## src/rtl/bit_rev_ram.sv

```systemverilog
// Bit-reversal address lookup for the 1024-point radix-2 FFT sample buffer.
// Returns the registered bit-reversed addresses of both samples of a butterfly pair.
module bit_rev_ram #(
  parameter int ADDR_W = 9,
  parameter int DATA_W = ADDR_W + 1
) (
  input  logic              Clk,
  input  logic              Reset,
  input  logic [ADDR_W-1:0] addr,
  output logic [DATA_W-1:0] DoutA,
  output logic [DATA_W-1:0] DoutB
);

  logic [ADDR_W-1:0] rev;

  // Reversing {addr, lsb} puts the pair's lsb in the MSB, so both outputs share rev(addr).
  always_comb begin
    rev = '0;
    for (int unsigned i = 0; i < ADDR_W; i++) begin
      rev[ADDR_W-1-i] = addr[i];
    end
  end

  always_ff @(posedge Clk or posedge Reset) begin
    if (Reset) begin
      DoutA <= '0;
      DoutB <= '0;
    end else begin
      DoutA <= {1'b0, rev};
      DoutB <= {1'b1, rev};
    end
  end

endmodule

```

## config.mk

```make
export PLATFORM = sky130hd
export DESIGN_NAME = bit_rev_ram
export DESIGN_NICKNAME = d
export VERILOG_FILES = /design/src/rtl/bit_rev_ram.sv
export SDC_FILE = /design/constraint.sdc
export NUM_CORES = 1
export LEC_CHECK = 0
export ABC_AREA = 1
export CAP_MARGIN = 10
export CORE_AREA = 2 2 39 41
export CTS_CLUSTER_SIZE = 10
export DETAILED_ROUTE_END_ITERATION = 10
export DIE_AREA = 0 0 41 43
export DONT_BUFFER_PORTS = 1
export SLEW_MARGIN = 20
export SYNTH_ARGS = -nofsm -noshare
export SYNTH_HDL_FRONTEND = slang
export SYNTH_SLANG_ARGS = --single-unit
export TNS_END_PERCENT = 50
```

## constraint.sdc

```tcl
create_clock -name Clk -period 1 [get_ports Clk]
set_clock_uncertainty 0.2 [all_clocks]
set_input_delay 0.2 -clock Clk [delete_from_list [all_inputs] [get_ports Clk]]
set_output_delay 0.2 -clock Clk [all_outputs]
set_load 0.02 [all_outputs]
```

# After elaboration in Yosys (flattened, before gate mapping)

Cells that the tools add are included.

Input bits: 11
Output and inout bits: 20
Memories: 0
Bits in read-only memories: 0
Register bits: 19
Bits in latches: 0
Memory bits (writable): 0

Div/mod/pow operators: 0
Shifts and indexed selects: 0
$lt $le $gt $ge: 0
Add/subtract/negate cells: 0
Multipliers: 0
Reductions and logical operators: 0
Eq/ne operators: 0
Bitwise logic cells: 0
Multiplexer cells: 0

# Longest topological paths before layout

Depth in word-level cells: 0
Depth in mapped cells: 1

# Worst setup path before layout

OpenSTA, ideal clock, no wires.

Path type: reg-to-output
From: register DoutB[0]
To: output port DoutB[0]
Required time: 0.600 ns
Slack: -0.013 ns
Path buffers: 1
Stages on the path, launching flop included: 2
Arrival time: 0.613 ns
Cells stage by stage: dfrtp_1 -> buf_4

RTL lines:

| element                | line | source |
|---|---|---|
| start, declared        | 11   | `output logic [DATA_W-1:0] DoutB` |
| start signal, assigned | 30   | `DoutB <= {1'b1, rev};` |

No word-level cell between the ends.

==> results by group <==
Outcome
  • Status: finished with violations
  • Failing checks: negative setup slack

Yosys
  • Post-Synthesis Cell Area: approximately 340 µm²
  • YS warnings: 0
  • Seq cells post-synth: 10
  • Post-synthesis mux area share: 0
  • Syn_area_per_cell: around 15 µm²
  • Simple-Gate Fraction of Synth Area: 0
  • Compound-Gate Fraction of Synth Area: 0
  • Post-Synth Adder-Cell Area: 0
  • Post-Synth XOR/XNOR Area: 0
  • Sequential element share of the synthesized area: 0.743
  • Largest cells by area after synthesis: dfrtp_1, buf_4, conb_1
  • Netlist cell types: 4
  • Cell taking the most area after synthesis: dfrtp_1
  • Syn nets: 34
  • Mapped Cells: 23
  • Largest family of logic cells by synthesized area: buffers and inverters
  • Synth top area share: 0.743

Floorplanning
  • Die height: between 40 and 50 µm
  • Row count: 14
  • IO Count: 31
  • Core area: 0.00138 mm²
  • Die extent in x: about 41 µm
  • Die area: 0.00176 mm²
  • Initial core utilization: 0.243

Layout
  • Layout Utilization: 0.388
  • Max reg flops: 10
  • Leading registers by flop count: DoutB x10
  • Nets: 49
  • Fillers: approximately 150
  • Area grow syn2layout: 59.5%
  • Register area: approximately 260 µm²
  • ANT cells: 0
  • Layout cell share with drive strength beyond 1: 0.514
  • Reg with most FFs: DoutB
  • Multi-input gate area: approximately 7.5 µm²
  • Finished Cell Area: 537 µm²

Critical path
  • Stages on the worst setup path: 1
  • Critical path peak fanout: 2
  • Crit path buffers/inverters: 1
  • Crit path cell chain: buf_6
  • Critical path required time: roughly 0.6 ns
  • Setup crit start: DoutB[4]
  • Crit-path slowest cell: dfrtp_1
  • Crit-path max cell delay: a little over 0.4 ns
  • Worst Setup Path Type: reg -> out
  • Crit path DAT: a little over 0.8 ns
  • Cell family with most CP delay: flip-flops
  • CP Launch Type: register
  • CP endpoint kind: primary output

Timing
  • Unrepaired setup endpoints after global routing: true
  • Setup violators final: 19
  • Hold slack: 0.143 ns
  • FMAX: approximately 0.83 GHz
  • Tcrit/Tclk final: 1.21
  • Final worst setup slack: -0.209 ns
  • Final Hold Viols: 0
  • Tmin final: 1.21 ns
  • Slew Viols, Final: 0

Drt
  • Post-DR vias/cell: 3.79
  • Vias: ~200
  • Drt pass-1 iters: 1
  • Antenna-violating nets left: 0
  • DRC: 0
  • Post-Route WL: around 800 µm
  • Initial DRC Count: 0
  • Avg WL per Cell: between 15 and 20 µm

Run
  • Max-cap violation count: 0

Place
  • Cell Area, Placed: around 360 µm²
  • Place WS: around 0.079 ns
  • IO buf count: 0
  • Final RePlAce weighted congestion: 0.661

Clock tree
  • Postcts setup bufs: 0
  • Max H-tree Level: 1
  • Total CTS buffers: 3
  • Sink Count: 10
  • CTS tree: done
  • Worst-path clk slew: about 0.060 ns
  • Maximum clock path buffer count: 2
  • Root Buffer: clkbuf_4

Worst hold path
  • Hold/Removal Path Class: in -> async

Global route
  • First-pass GRT wire length: 931 µm
  • Initial antenna violation count: 0
  • Vias in the first global route: between 200 and 250
  • Largest net degree at the start of global routing: 11
  • Total grt overflow: 0
  • Total track usage: 0.0943

Pwr
  • Sw frac: 0.238
  • Sequential Power Share: 0.501
  • Pwr per Cell Area: around 1700 mW/mm²
  • Leakage: approximately 0.25 nW
  • Comb power frac: 0.127
  • NetSw: about 0.22 mW
  • Peak VDD IR: around 0.00082 V
  • P_int: ~0.7 mW
  • Power share of the clock group: 0.373
-- placed cells by master, fill, tap and decap left out --
master,n
buf_6,10
inv_1,1
clkbuf_4,3
clkbuf_8,1
dlygate4sd3_1,10
dfrtp_1,5
dfrtp_2,5
conb_1,2
-- final cells by class --
type                       count  share of cell area
clock buffer                   4              0.0676
sequential                    10               0.478
timing repair buffer          20               0.396
inverter                       1             0.00699
tap                           16              0.0373
multi-input combinational      2              0.0140
-- synthesized netlist by cell type --
master / instances
inv_1: 1
buf_4: 10
conb_1: 2
dfrtp_1: 10
-- worst max path at each step --
| stage | endpoint |
|---|---|
| after CTS | DoutA[7] |
| after floorplan | DoutB[4] |
| after detailed placement | DoutA[7] |
| after global routing | DoutA[4] |
| final | DoutA[4] |
| after global placement | DoutA[4] |
-- cells by family (layout without fill, tap and decap cells) --
kind of cell           Yosys count  count (layout)
buffers and inverters           11              25
DFF                             10              10
other                            2               2
-- per-layer routing --
metal | up-vias | global-route usage | wire length [µm]
met4 | 0 | 0.00667 | 0
met2 | 31 | 0.188 | 487
met3 | 0 | 0.136 | 151
met5 | - | 0 | 0
met1 | 88 | 0.0199 | 162
li1 | 82 | - | -
-- metrics by stage --
stage | setup TNS (ns) | power, mW | cells
2_1_floorplan | -0.0651 | 0.535 | 23
3_3_place_gp | 0 | 0.545 | 39
3_5_place_dp | 0 | 0.546 | 39
4_1_cts | -3.43 | 0.931 | 53
5_1_grt | -3.91 | 0.974 | 53
6_report | -3.34 | 0.934 | 53
-- power groups by stage --
stage / Combinational [mW] / Clock, mW / Sequential (mW)
2_1_floorplan: 0.0644 / 0 / 0.471
3_3_place_gp: 0.0747 / 0 / 0.470
3_5_place_dp: 0.0749 / 0 / 0.471
4_1_cts: 0.110 / 0.357 / 0.465
5_1_grt: 0.125 / 0.377 / 0.473
6_report: 0.118 / 0.348 / 0.468
-- timing repair --
action / 4_1_cts / 5_1_grt
gates resized for setup: 4 / 7
hold endpoints to repair: 19 / 0
hold buffers: 10 / 0
setup endpoints to repair: 19 / 19
No activity file was read; power rests on OpenSTA's default activity.
